## src/rtl/pipeline_pkg.sv

```systemverilog
// pipeline_pkg
// Shared definitions for the five-stage processor pipeline registers:
// datapath widths, condition-code bit positions, the EX/MEM control
// bundle and small helpers used by the EX/MEM stage register.
package pipeline_pkg;

  localparam int DATA_W     = 16;
  localparam int REG_ADDR_W = 3;
  localparam int FLAG_W     = 3;

  // Condition-code register bit positions
  localparam int FLAG_Z = 0;
  localparam int FLAG_N = 1;
  localparam int FLAG_V = 2;

  // Memory / write-back control carried from EX into MEM
  typedef struct packed {
    logic RegWrite;
    logic MemRead;
    logic MemWrite;
  } ex_mem_ctrl_t;

  // What the stage register does on a given clock edge
  typedef enum logic [1:0] {
    ACT_RESET = 2'd0,
    ACT_FLUSH = 2'd1,
    ACT_HOLD  = 2'd2,
    ACT_LOAD  = 2'd3
  } stage_act_t;

  // Resolve the per-edge priority: reset, then flush, then stall, then load.
  function automatic stage_act_t decode_act(input logic rst,
                                            input logic flush,
                                            input logic stall);
    stage_act_t act;
    if (rst) begin
      act = ACT_RESET;
    end else if (flush) begin
      act = ACT_FLUSH;
    end else if (stall) begin
      act = ACT_HOLD;
    end else begin
      act = ACT_LOAD;
    end
    return act;
  endfunction

  // A bubble must never carry live control bits into MEM.
  function automatic ex_mem_ctrl_t gate_ctrl(input ex_mem_ctrl_t ctrl,
                                             input logic valid);
    ex_mem_ctrl_t gated;
    if (valid) begin
      gated = ctrl;
    end else begin
      gated = 3'b000;
    end
    return gated;
  endfunction

  // Only ALU results are forwardable from MEM; load data is not yet available.
  function automatic logic fwd_ok(input ex_mem_ctrl_t ctrl,
                                  input logic valid);
    return valid & ctrl.RegWrite & ~ctrl.MemRead;
  endfunction

endpackage : pipeline_pkg

```

## src/rtl/ex_mem_stage_reg_ccr.sv

```systemverilog
// ccr_reg
// Architectural condition-code register {V,N,Z}. Loads new flags when
// update_en is high. When built with EX_MEM_CCR_SHADOW_EN it also holds a
// shadow copy for interrupt entry/exit: save copies CCR into the shadow,
// restore copies the shadow into CCR (beating any flag update), and both
// together swap the two. Without the macro, save/restore are ignored.
// Ports:
//   clk, rst    clock and synchronous active-high reset
//   update_en   load flag_in into CCR this edge
//   flag_in     new flags from the ALU
//   save        copy CCR into shadow (macro builds only)
//   restore     copy shadow into CCR (macro builds only)
//   ccr         current architectural flags
module ccr_reg #(
  parameter int FLAG_W = pipeline_pkg::FLAG_W
) (
  input  logic              clk,
  input  logic              rst,
  input  logic              update_en,
  input  logic [FLAG_W-1:0] flag_in,
  input  logic              save,
  input  logic              restore,
  output logic [FLAG_W-1:0] ccr
);

  logic [FLAG_W-1:0] ccr_r;

`ifdef EX_MEM_CCR_SHADOW_EN
  logic [FLAG_W-1:0] shadow_r;

  // CCR: restore overrides the ALU update and ignores stall/flush
  always_ff @(posedge clk) begin
    if (rst) begin
      ccr_r <= {FLAG_W{1'b0}};
    end else if (restore) begin
      ccr_r <= shadow_r;
    end else if (update_en) begin
      ccr_r <= flag_in;
    end else begin
      ccr_r <= ccr_r;
    end
  end

  // Shadow captures the pre-edge CCR, so save+restore swaps the two
  always_ff @(posedge clk) begin
    if (rst) begin
      shadow_r <= {FLAG_W{1'b0}};
    end else if (save) begin
      shadow_r <= ccr_r;
    end else begin
      shadow_r <= shadow_r;
    end
  end
`else
  logic unused_shadow_ctl;
  assign unused_shadow_ctl = save ^ restore;

  // CCR: plain enabled register
  always_ff @(posedge clk) begin
    if (rst) begin
      ccr_r <= {FLAG_W{1'b0}};
    end else if (update_en) begin
      ccr_r <= flag_in;
    end else begin
      ccr_r <= ccr_r;
    end
  end
`endif

  assign ccr = ccr_r;

endmodule : ccr_reg

```

## src/rtl/ex_mem_stage_reg_chk.sv

```systemverilog
// ex_mem_stage_reg_chk
// Run-time invariants of the EX/MEM stage register, kept apart from the
// datapath. Observes registered state only.
// Ports:
//   clk, rst    clock and synchronous active-high reset
//   mem_valid   registered valid bit
//   mem_ctrl    registered {RegWrite, MemRead, MemWrite}
//   fwd_valid   forwarding-candidate flag
module ex_mem_stage_reg_chk (
  input logic       clk,
  input logic       rst,
  input logic       mem_valid,
  input logic [2:0] mem_ctrl,
  input logic       fwd_valid
);

  // A bubble never carries control bits
  a_bubble_no_ctrl: assert property (@(posedge clk) disable iff (rst)
    !mem_valid |-> (mem_ctrl == 3'b000));

  // Forwarding only for valid, register-writing, non-load instructions
  a_fwd_rule: assert property (@(posedge clk) disable iff (rst)
    fwd_valid == (mem_valid & mem_ctrl[2] & ~mem_ctrl[1]));

endmodule : ex_mem_stage_reg_chk

```

## src/rtl/ex_mem_stage_reg.sv

```systemverilog
// ex_mem_stage_reg
// EX/MEM pipeline register. Captures the ALU result, destination index,
// store data and memory/write-back control one cycle after EX, owns the
// architectural CCR (via ccr_reg), obeys stall/flush from the hazard unit
// and drives the EX/MEM forwarding path from registered state only.
// Optional feature: define EX_MEM_CCR_SHADOW_EN to add the interrupt CCR
// shadow register (ccr_save / ccr_restore); otherwise those inputs are ignored.
// Ports:
//   clk, rst                  clock, synchronous active-high reset
//   stall, flush              hazard-unit controls (flush wins over stall)
//   EX_valid                  EX holds a real instruction
//   ALU_Result, ALU_CCR       ALU output and {V,N,Z} flags
//   flag_en                   instruction updates CCR
//   Rdst_addr, store_data     destination index, store value
//   RegWrite/MemRead/MemWrite control bits
//   ccr_save, ccr_restore     interrupt flag save/restore
//   MEM_*                     registered stage outputs
//   CCR                       architectural flags
//   fwd_valid/addr/data       EX/MEM forwarding candidate
module ex_mem_stage_reg #(
  parameter int DATA_W     = pipeline_pkg::DATA_W,
  parameter int REG_ADDR_W = pipeline_pkg::REG_ADDR_W,
  parameter int FLAG_W     = pipeline_pkg::FLAG_W
) (
  input  logic                  clk,
  input  logic                  rst,
  input  logic                  stall,
  input  logic                  flush,
  input  logic                  EX_valid,
  input  logic [DATA_W-1:0]     ALU_Result,
  input  logic [FLAG_W-1:0]     ALU_CCR,
  input  logic                  flag_en,
  input  logic [REG_ADDR_W-1:0] Rdst_addr,
  input  logic [DATA_W-1:0]     store_data,
  input  logic                  RegWrite,
  input  logic                  MemRead,
  input  logic                  MemWrite,
  input  logic                  ccr_save,
  input  logic                  ccr_restore,
  output logic                  MEM_valid,
  output logic [DATA_W-1:0]     MEM_ALU_Result,
  output logic [REG_ADDR_W-1:0] MEM_Rdst_addr,
  output logic [DATA_W-1:0]     MEM_store_data,
  output logic                  MEM_RegWrite,
  output logic                  MEM_MemRead,
  output logic                  MEM_MemWrite,
  output logic [FLAG_W-1:0]     CCR,
  output logic                  fwd_valid,
  output logic [REG_ADDR_W-1:0] fwd_addr,
  output logic [DATA_W-1:0]     fwd_data
);

  import pipeline_pkg::*;

  stage_act_t            act_s;
  ex_mem_ctrl_t          ctrl_in_s;
  logic                  ccr_update_s;

  logic                  valid_r;
  logic [DATA_W-1:0]     result_r;
  logic [REG_ADDR_W-1:0] rdst_r;
  logic [DATA_W-1:0]     store_r;
  ex_mem_ctrl_t          ctrl_r;

  assign act_s     = decode_act(rst, flush, stall);
  assign ctrl_in_s = '{RegWrite: RegWrite, MemRead: MemRead, MemWrite: MemWrite};

  // Flags retire only with a real, flag-setting instruction that actually loads
  assign ccr_update_s = (act_s == ACT_LOAD) & EX_valid & flag_en;

  // Pipeline register; a flush clears only valid/control, data may go stale
  always_ff @(posedge clk) begin
    case (act_s)
      ACT_RESET: begin
        valid_r  <= 1'b0;
        result_r <= {DATA_W{1'b0}};
        rdst_r   <= {REG_ADDR_W{1'b0}};
        store_r  <= {DATA_W{1'b0}};
        ctrl_r   <= 3'b000;
      end
      ACT_FLUSH: begin
        valid_r  <= 1'b0;
        result_r <= result_r;
        rdst_r   <= rdst_r;
        store_r  <= store_r;
        ctrl_r   <= 3'b000;
      end
      ACT_LOAD: begin
        valid_r  <= EX_valid;
        result_r <= ALU_Result;
        rdst_r   <= Rdst_addr;
        store_r  <= store_data;
        ctrl_r   <= gate_ctrl(ctrl_in_s, EX_valid);
      end
      default: begin
        valid_r  <= valid_r;
        result_r <= result_r;
        rdst_r   <= rdst_r;
        store_r  <= store_r;
        ctrl_r   <= ctrl_r;
      end
    endcase
  end

  ccr_reg #(
    .FLAG_W (FLAG_W)
  ) u_ccr (
    .clk       (clk),
    .rst       (rst),
    .update_en (ccr_update_s),
    .flag_in   (ALU_CCR),
    .save      (ccr_save),
    .restore   (ccr_restore),
    .ccr       (CCR)
  );

  assign MEM_valid      = valid_r;
  assign MEM_ALU_Result = result_r;
  assign MEM_Rdst_addr  = rdst_r;
  assign MEM_store_data = store_r;
  assign MEM_RegWrite   = ctrl_r.RegWrite;
  assign MEM_MemRead    = ctrl_r.MemRead;
  assign MEM_MemWrite   = ctrl_r.MemWrite;

  // Forwarding is a pure function of registered state
  assign fwd_valid = fwd_ok(ctrl_r, valid_r);
  assign fwd_addr  = rdst_r;
  assign fwd_data  = result_r;

  ex_mem_stage_reg_chk u_chk (
    .clk       (clk),
    .rst       (rst),
    .mem_valid (valid_r),
    .mem_ctrl  (ctrl_r),
    .fwd_valid (fwd_valid)
  );

endmodule : ex_mem_stage_reg

```

## config.mk

```make
export PLATFORM = sky130hd
export DESIGN_NAME = ex_mem_stage_reg
export DESIGN_NICKNAME = d
export VERILOG_FILES = /design/src/rtl/pipeline_pkg.sv /design/src/rtl/ex_mem_stage_reg_ccr.sv /design/src/rtl/ex_mem_stage_reg_chk.sv /design/src/rtl/ex_mem_stage_reg.sv
export SDC_FILE = /design/constraint.sdc
export NUM_CORES = 1
export LEC_CHECK = 0
export CORE_MARGIN = 10
export CORE_UTILIZATION = 41
export CTS_BUF_LIST = sky130_fd_sc_hd__clkbuf_8
export DETAILED_ROUTE_END_ITERATION = 7
export PLACE_DENSITY = 0.95
export SLEW_MARGIN = 0
export SYNTH_ARGS = -nofsm -noshare
export SYNTH_HDL_FRONTEND = slang
export SYNTH_SLANG_ARGS = --single-unit
```

## constraint.sdc

```tcl
create_clock -name clk -period 3.65 [get_ports clk]
set_input_delay 1.095 -clock clk [delete_from_list [all_inputs] [get_ports clk]]
set_output_delay 1.095 -clock clk [all_outputs]
set_load 0.01 [all_outputs]
```

# [Word-level counts from Yosys, hierarchy flattened]
# Cells that the tools add are included.
# W data, S select, Z words.
[classes] n_eq_ne=2 n_mux=9 bitwise_logic=5 n_reduce_logical=4
[op_table] cell="$pmux W16 S2" count=2
[op_table] cell="$pmux W3 S2" count=2
[op_table] cell="$and A1 B1 Y1" count=4
[op_table] cell="$mux W2" count=2
[op_table] cell="$reduce_bool A2 Y1" count=2
[op_table] cell="$mux W3" count=1
[op_table] cell="$eq A2 B1 Y1 const B" count=1
[op_table] cell="$eq A2 B2 Y1 const B" count=1
[op_table] cell="$logic_not A2 Y1" count=1
[op_table] cell="$pmux W1 S2" count=1
[op_table] cell="$reduce_or A2 Y1" count=1
[op_table] cell="$mux W1" count=1
[op_table] cell="$not A1 Y1" count=1
[totals] register_bits=42 input_bits=49 out_inout_bits=62 word_cells=28

# [Longest topological paths before layout]
# Gate-level depths: netlist of the first run.
[logic_depth] word_depth=6 ltp_mapped=6 ltp_nobuf=5

# [By module]
# Synthesis of the first run repeated with hierarchy kept, for this count alone.
[hier_totals] cells_unflattened=121 hier_area_um2=1745.4
[modules_own_cells] module="ex_mem_stage_reg" instances=1 cells_each=112 area_each_um2=1644.1 seq_area_each_um2=1171.1
[modules_own_cells] module="ccr_reg" instances=1 cells_each=9 area_each_um2=101.3 seq_area_each_um2=60.1

# [Worst setup path before layout of the first run]
# No wires, ideal clock.
[synth_timing] path_kind="in2reg" from="in flush" to="reg result_r[0] (netlist: MEM_ALU_Result[0]) (enable)" setup_ns=0.390 arrival_ns=2.180 t_required_ns=3.260 slack_ns=1.081 path_stages=4 path_buffers=0 path_cell_list="inv_1 > a21oi_1 > ha_1 > inv_1"
[synth_between] elab_chain_cells=4 word_cells_on_any_way=5 classes_between="1 x eq/ne; 2 x mux; 2 x reduce/logical"
[synth_rtl] element="start: declaration" line="ex_mem_stage_reg.sv:28" source="input logic flush,"
[synth_rtl] element="$mux W2 (*)" line="pipeline_pkg.sv:38" source="end else if (flush) begin"
[synth_rtl] element="$mux W2 (*)" line="pipeline_pkg.sv:36" source="if (rst) begin"
[synth_rtl] element="$eq A2 B2 Y1 / $logic_not A2 Y1 (equally long branches)" line="ex_mem_stage_reg.sv:73" source="case (act_s)"
[synth_rtl] element="$reduce_bool A2 Y1 (no source line) (*)"
[synth_rtl] element="end signal: assignment" line="ex_mem_stage_reg.sv:76" source="result_r <= {DATA_W{1'b0}};"
[synth_rtl] element="end signal: assignment" line="ex_mem_stage_reg.sv:83" source="result_r <= result_r;"
[synth_rtl] element="end signal: assignment" line="ex_mem_stage_reg.sv:90" source="result_r <= ALU_Result;"
[synth_rtl] element="end: declaration" line="ex_mem_stage_reg.sv:60" source="logic [DATA_W-1:0] result_r;"
# Mark *: on every way between the ends. The rest lies on a longest branch, timed or not.
# A chain may end at the register's enable or synchronous reset.

# [Worst setup path after layout of the first run]
[layout_timing] from="in rst" to="reg result_r[1] (netlist: MEM_ALU_Result[1]) (enable)"
[layout_between] elab_chain_cells=3 word_cells_on_any_way=4 classes_between="1 x eq/ne; 1 x mux; 2 x reduce/logical"
[layout_rtl] element="start: declaration" line="ex_mem_stage_reg.sv:26" source="input logic rst,"
[layout_rtl] element="$mux W2 (*)" line="pipeline_pkg.sv:36"
[layout_rtl] element="$eq A2 B2 Y1 / $logic_not A2 Y1 (equally long branches)" line="ex_mem_stage_reg.sv:73"
[layout_rtl] element="$reduce_bool A2 Y1 (no source line) (*)"
# Marks and branches as above.

==> results.md, run 1 <==
- Critical Path Start: rst
- Relative slew slack: 0.708
- Max clock buf depth: 2
- Drt pass-1 iters: 3
- R2r startpoint: u_ccr.ccr[2]
- Crit path DAT: 2.52 ns
- Pwr Density: 416 mW/mm²
- Critical path required time: 3.59 ns
- Status: finished, final reports clean
- Post-CTS Resized: 0
- Critical path type: input pin to flip-flop
- Final wirelength: 4.77 mm
- # fillers: 316
- Startpoint Class: input pin
- Drt initial violations: 40
- Slew of the pin with the lowest slew margin: 0.437 ns
- Syn Area/Cell: 14.3 µm²
- DIE WIDTH: 86.0 µm
- Inserted Clock Buffers: 5
- Gate Count Post-Synth: 125
- Vias: 1197
- Clk_lat worst skew: 0.28 ns
- Syn_nets: 176
- Fmax: 387 MHz
- Clk pin slew, worst setup/hold paths: 0.08 ns
- Synth area leader: edfxtp_1
- Die Y: 86.0 µm
- RePlAce Congestion: 0.668
- Vias in the first global route: 1321
- Hold-fix buffers, CTS: 0
- Maxcap violations: 0
- Drt drc: 0
- Peak VDD IR: 0.219 mV
- Post-DRT Antenna Nets: 0
- Final worst path period need: 2.58 ns
- Nets: 269
- Synth top area share: 0.655
- Setup_tns: 0 ns
- Area delta synth->final: 59.5%
- Max Slew Vio Count: 0
- DR WL/cell: 17.8 µm
- Leak: 1.07 nW
- CP peak stage delay: 0.59 ns
- CTS Sinks: 42
- Final setup fails: 0
- RSZ-0062 raised after global routing: false
- GRT Total Usage: 0.126
- H-tree Lvls: 2
- Initial antenna violation count: 0
- Die Area: 0.00740 mm²
- Maximum number of pins on one net before global-route repair: 36
- GR Overflow Total: 0
- First-pass GRT wire length: 7.26 mm
- Register area share after synthesis: 0.689
- Synthesized area: 0.00179 mm²
- Standard-cell rows: 23
- Crit share post-route: 0.707
- CTS tree: done
- CP endpoint kind: flip-flop
- Share of post-route cells with drive strength above 1: 0.0596
- Distinct cell type count after synthesis: 18
- Critical-path cell list: clkdlybuf4s50_1 > nor2_1 > ha_1 > inv_1 > buf_4
- Synth top area cells: edfxtp_1 66%, and2_1 12%, buf_4 8.4%
- Setup Buffers After CTS: 0
- Synth warnings: 0
- Initial Util: 0.434
- Inserted Diodes: 0
- Yosys reg bits: 42
- Post-DR vias/cell: 4.47
- Hold path startpoint: u_ccr.ccr[0]
- Worst-path fanout max: 35
- Worst hold path class: flip-flop to flip-flop
- Pwr Total: 1.19 mW
- Skew final: 0 ns
- Port bufs: 108
- Core footprint: 0.00412 mm²
- Hold Vio Cnt, Final: 0
- CTS root buf: clkbuf_8
- Io pins: 111
- CP max stage cell: clkdlybuf4s50_1
-- per-layer routing --
metal / wire, µm / part of all wire / vias up / global-route usage
met5: 0 / 0 / - / 0
met4: 57 / 0.012 / 0 / 0.0374
met3: 683 / 0.14 / 6 / 0.0795
met2: 2440 / 0.51 / 75 / 0.228
met1: 1590 / 0.33 / 531 / 0.112
li1: - / - / 585 / -
-- worst max-delay path: cells and delay by family --
family	cells	cell delay (ns)
simple gates	1	0.11
fa+ha+maj	1	0.28
buf+inv	3	1.01
-- cell type report --
| class | count | area, µm² | share of cell area |
|---|---|---|---|
| multi-input cells | 56 | 372 | 0.130 |
| inverters | 3 | 11.3 | 0.00395 |
| well taps | 50 | 62.6 | 0.0219 |
| flip-flops and latches | 42 | 1230 | 0.432 |
| repair buffers | 110 | 1100 | 0.384 |
| clock buffers | 5 | 68.8 | 0.0241 |
| clock inverters | 2 | 10.0 | 0.00351 |
-- final timing paths --
| path | endpoint | slack (ns) | depth (start not counted) |
|---|---|---|---|
| setup / recovery | MEM_ALU_Result[1] | 1.07 | 5 |
| hold / removal | u_ccr.ccr[0] | 0.48 | 2 |
| setup reg to reg | u_ccr.ccr[2] | 3.07 | 2 |
| hold reg to reg | u_ccr.ccr[0] | 0.48 | 2 |
-- synth_stat cells, drive strengths merged --
cell    count
a21o        1
a21oi       1
and2       36
and3        4
buf        22
clkbuf      2
dfxtp       3
edfxtp     39
ha          2
inv         3
mux2i       3
nand2       1
nand2b      6
nor2        2
-- placed cells by master (no fill, tap or decap), types with 2 or more instances in the layout --
| cell type | instances |
|---|---|
| edfxtp_1 | 39 |
| dfxtp_1 | 3 |
| nor2_1 | 2 |
| ha_1 | 2 |
| and2_1 | 35 |
| inv_1 | 3 |
| clkbuf_8 | 5 |
| clkdlybuf4s50_1 | 108 |
| buf_4 | 2 |
| clkinv_2 | 2 |
| nand2b_1 | 6 |
| and3_2 | 3 |
| mux2i_1 | 3 |
-- stage by stage --
| stage | std cells | instance area (µm²) | setup WS [ns] | hold WS (ns) | utilization |
|---|---|---|---|---|---|
| after floorplan | 125 | 1790 | 1.08 | 0.492 | - |
| after global placement | 261 | 2770 | 0.790 | 0.459 | 0.674 |
| after detailed placement | 261 | 2770 | 0.746 | 0.467 | 0.674 |
| after CTS | 268 | 2850 | 1.06 | 0.481 | 0.693 |
| after global routing | 268 | 2850 | 0.938 | 0.511 | 0.693 |
| final | 268 | 2850 | 1.07 | 0.475 | 0.693 |
-- cell families (layout without fill, tap and decap cells) --
group                      Yosys count  in the layout  synth area share
and+or+nand+nor                     49             49             0.170
DFF                                 42             42             0.689
buffers and inverters               27            120             0.104
muxes                                3              3            0.0168
adders and majority gates            2              2            0.0140
AOI/OAI and AO/OA                    2              2           0.00700
-- report_power, final --
part	total [mW]	switching [mW]	internal [mW]
clock	0.281	0.152	0.129
sequential	0.609	0.0216	0.588
combinational	0.295	0.112	0.184
total	1.19	0.286	0.900
Power figures use the tool's default switching activity.
==> run 2, diff against run 1 <==
--- a/config.mk
+++ b/config.mk
@@ -6,10 +6,10 @@
 export NUM_CORES = 1
 export LEC_CHECK = 0
 export CORE_MARGIN = 10
-export CORE_UTILIZATION = 41
+export CORE_UTILIZATION = 38
 export CTS_BUF_LIST = sky130_fd_sc_hd__clkbuf_8
 export DETAILED_ROUTE_END_ITERATION = 7
-export PLACE_DENSITY = 0.95
+export PLACE_DENSITY = 0.89
 export SLEW_MARGIN = 0
 export SYNTH_ARGS = -nofsm -noshare
 export SYNTH_HDL_FRONTEND = slang
==> constraint.sdc (replaced) <==
create_clock -name clk -period 2.5 [get_ports clk]
set_input_delay 0.75 -clock clk [delete_from_list [all_inputs] [get_ports clk]]
set_output_delay 0.75 -clock clk [all_outputs]
set_load 0.01 [all_outputs]
==> results.md, run 2 (synthesis results as in run 1) <==
- CTS root buf: clkbuf_8
- Final setup fails: 0 (unchanged)
- Worst hold path class: flip-flop to flip-flop
- Maxcap violations: 0 (unchanged)
- Hold path startpoint: u_ccr.ccr[2]
- Relative slew slack: 0.855 (+0.147)
- CTS tree: done
- RSZ-0062 raised after global routing: false
- Max clock buf depth: 2 (unchanged)
- First-pass GRT wire length: 6.31 mm (-13%)
- Status: finished, final reports clean
- Post-DRT Antenna Nets: 0 (unchanged)
- Critical Path Start: MEM_MemRead
- Die Area: 0.00785 mm² (+6.0%)
- GR Overflow Total: 0 (unchanged)
- Post-CTS Resized: 0 (unchanged)
- Maximum number of pins on one net before global-route repair: 36 (unchanged)
- Critical path type: flip-flop to primary output
- Port bufs: 108 (unchanged)
- Final wirelength: 4.56 mm (-4.3%)
- R2r startpoint: u_ccr.ccr[1]
- Dpl ws: 0.127 ns (-0.620 ns)
- Initial antenna violation count: 0 (unchanged)
- Flop pwr share: 0.487 (-0.027)
- Post-DR vias/cell: 4.45 (-0.28%)
- Setup_tns: 0 ns (unchanged)
- Detailed Place HPWL: 3.88 mm
- Final non-filler cell total: 271 (+1.1%)
- Pwr Density: 629 mW/mm² (+51%)
- Final Cell Area: 0.00290 mm² (+1.6%)
- Die Y: 88.6 µm (+3.0%)
- Crit share post-route: 0.827
- Vias: 1207 (+0.84%)
- GRT Total Usage: 0.109 (-0.0171)
- Core footprint: 0.00444 mm² (+8.0%)
- Skew final: 0 ns (unchanged)
- Initial Util: 0.402 (-0.0322)
- Commonest non-fill, non-tap cell in the layout: clkdlybuf4s50_1
- Nets: 270 (+0.37%)
- Combinational share of power: 0.240 (-0.009)
- Final worst path period need: 2.07 ns
- Clk pwr share: 0.272 (+0.035)
- Reg2reg setup slack: 1.91 ns (-1.16 ns)
- Vias in the first global route: 1210 (-8.4%)
- H-tree Lvls: 2 (unchanged)
- Fmax: 484 MHz
- Standard-cell rows: 24 (+4.3%)
- Worst-path fanout max: 2 (-94%)
- Max Slew Vio Count: 0 (unchanged)
- Leak: 1.09 nW (+1.7%)
- Area delta synth->final: 62.1%
- Drt drc: 0 (unchanged)
- Hold Vio Cnt, Final: 0 (unchanged)
- Critical path required time: 1.75 ns (-1.84 ns)
- Placed Area: 0.00280 mm² (+0.81%)
- Io pins: 111 (unchanged)
- Inserted Clock Buffers: 5 (unchanged)
- RePlAce Congestion: 0.732 (+9.6%)
- Switching Share: 0.221 (-0.0205)
- Peak VDD IR: 0.321 mV (+47%)
- Final Core Density: 0.652 (-0.0409)
- Drt initial violations: 24 (-40%)
- Crit path DAT: 1.32 ns (-1.20 ns)
- Fin Hold WS: 0.481 ns (+0.00617 ns)
- Share of post-route cells with drive strength above 1: 0.0594 (-0.000272)
- Clk pin slew, worst setup/hold paths: 0.07 ns (about the same)
- Setup Buffers After CTS: 0 (unchanged)
- CTS Sinks: 42 (unchanged)
- Int Power: 1.42 mW (+58%)
- DR WL/cell: 16.8 µm (-5.3%)
- DIE WIDTH: 88.6 µm (+3.0%)
- Most frequent cells in the layout: 108 x clkdlybuf4s50_1, 39 x edfxtp_1, 35 x and2_1
- Worst setup margin: 0.433 ns (-0.635 ns)
- Startpoint Class: flip-flop
- Pwr Total: 1.82 mW (+54%)
- Drt pass-1 iters: 3 (unchanged)
- Clk_lat worst skew: 0.28 ns (about the same)
- Sw power: 0.402 mW (+41%)
- Hold-fix buffers, CTS: 0 (unchanged)
- Inserted Diodes: 0 (unchanged)
- Dpl cells: 264 (+1.1%)
- CP endpoint kind: primary output
- Slew of the pin with the lowest slew margin: 0.216 ns (-0.221 ns)
-- run 2: cell types whose count changed in the layout (fill, tap and decap cells not counted) --
cell       change
buf_12         +1
clkinv_1       +1
clkinv_2       -2
bufinv_16      +1
-- run 2: critical path, cell delays in order, from the launching register on --
cell,delay (ns)
edfxtp_1,0.38
nor2_1,0.11
clkdlybuf4s50_1,0.55
-- run 2: worst paths after layout --
path | end | cells past startpoint
min reg2reg | u_ccr.ccr[2] | 2
max | fwd_valid | 2
max reg2reg | u_ccr.ccr[1] | 2
min | u_ccr.ccr[2] | 2
-- run 2: routing by layer --
| metal | vias to the layer above | wire length, µm | global-route usage |
|---|---|---|---|
| li1 | 585 | - | - |
| met1 | 553 | 1630 | 0.0972 |
| met2 | 67 | 2440 | 0.208 |
| met3 | 2 | 455 | 0.0487 |
| met4 | 0 | 36 | 0.0441 |
| met5 | - | 0 | 0 |
-- run 2: cell type report --
cell class | count | area (µm²)
clock inverter | 2 | 33.8
multi-input combinational | 56 | 372
fill | 358 | 1550
clock buffer | 5 | 68.8
inverter | 3 | 11.3
timing repair buffer | 111 | 1120
sequential | 42 | 1230
tap | 52 | 65.1
-- run 2: power groups by stage --
stage	registers, mW	logic (mW)	clock network (mW)
3_3_place_gp	0.898	0.439	0
4_1_cts	0.890	0.449	0.516
5_1_grt	0.897	0.460	0.551
6_report	0.887	0.438	0.496
3_5_place_dp	0.905	0.448	0
2_1_floorplan	0.948	0.116	0
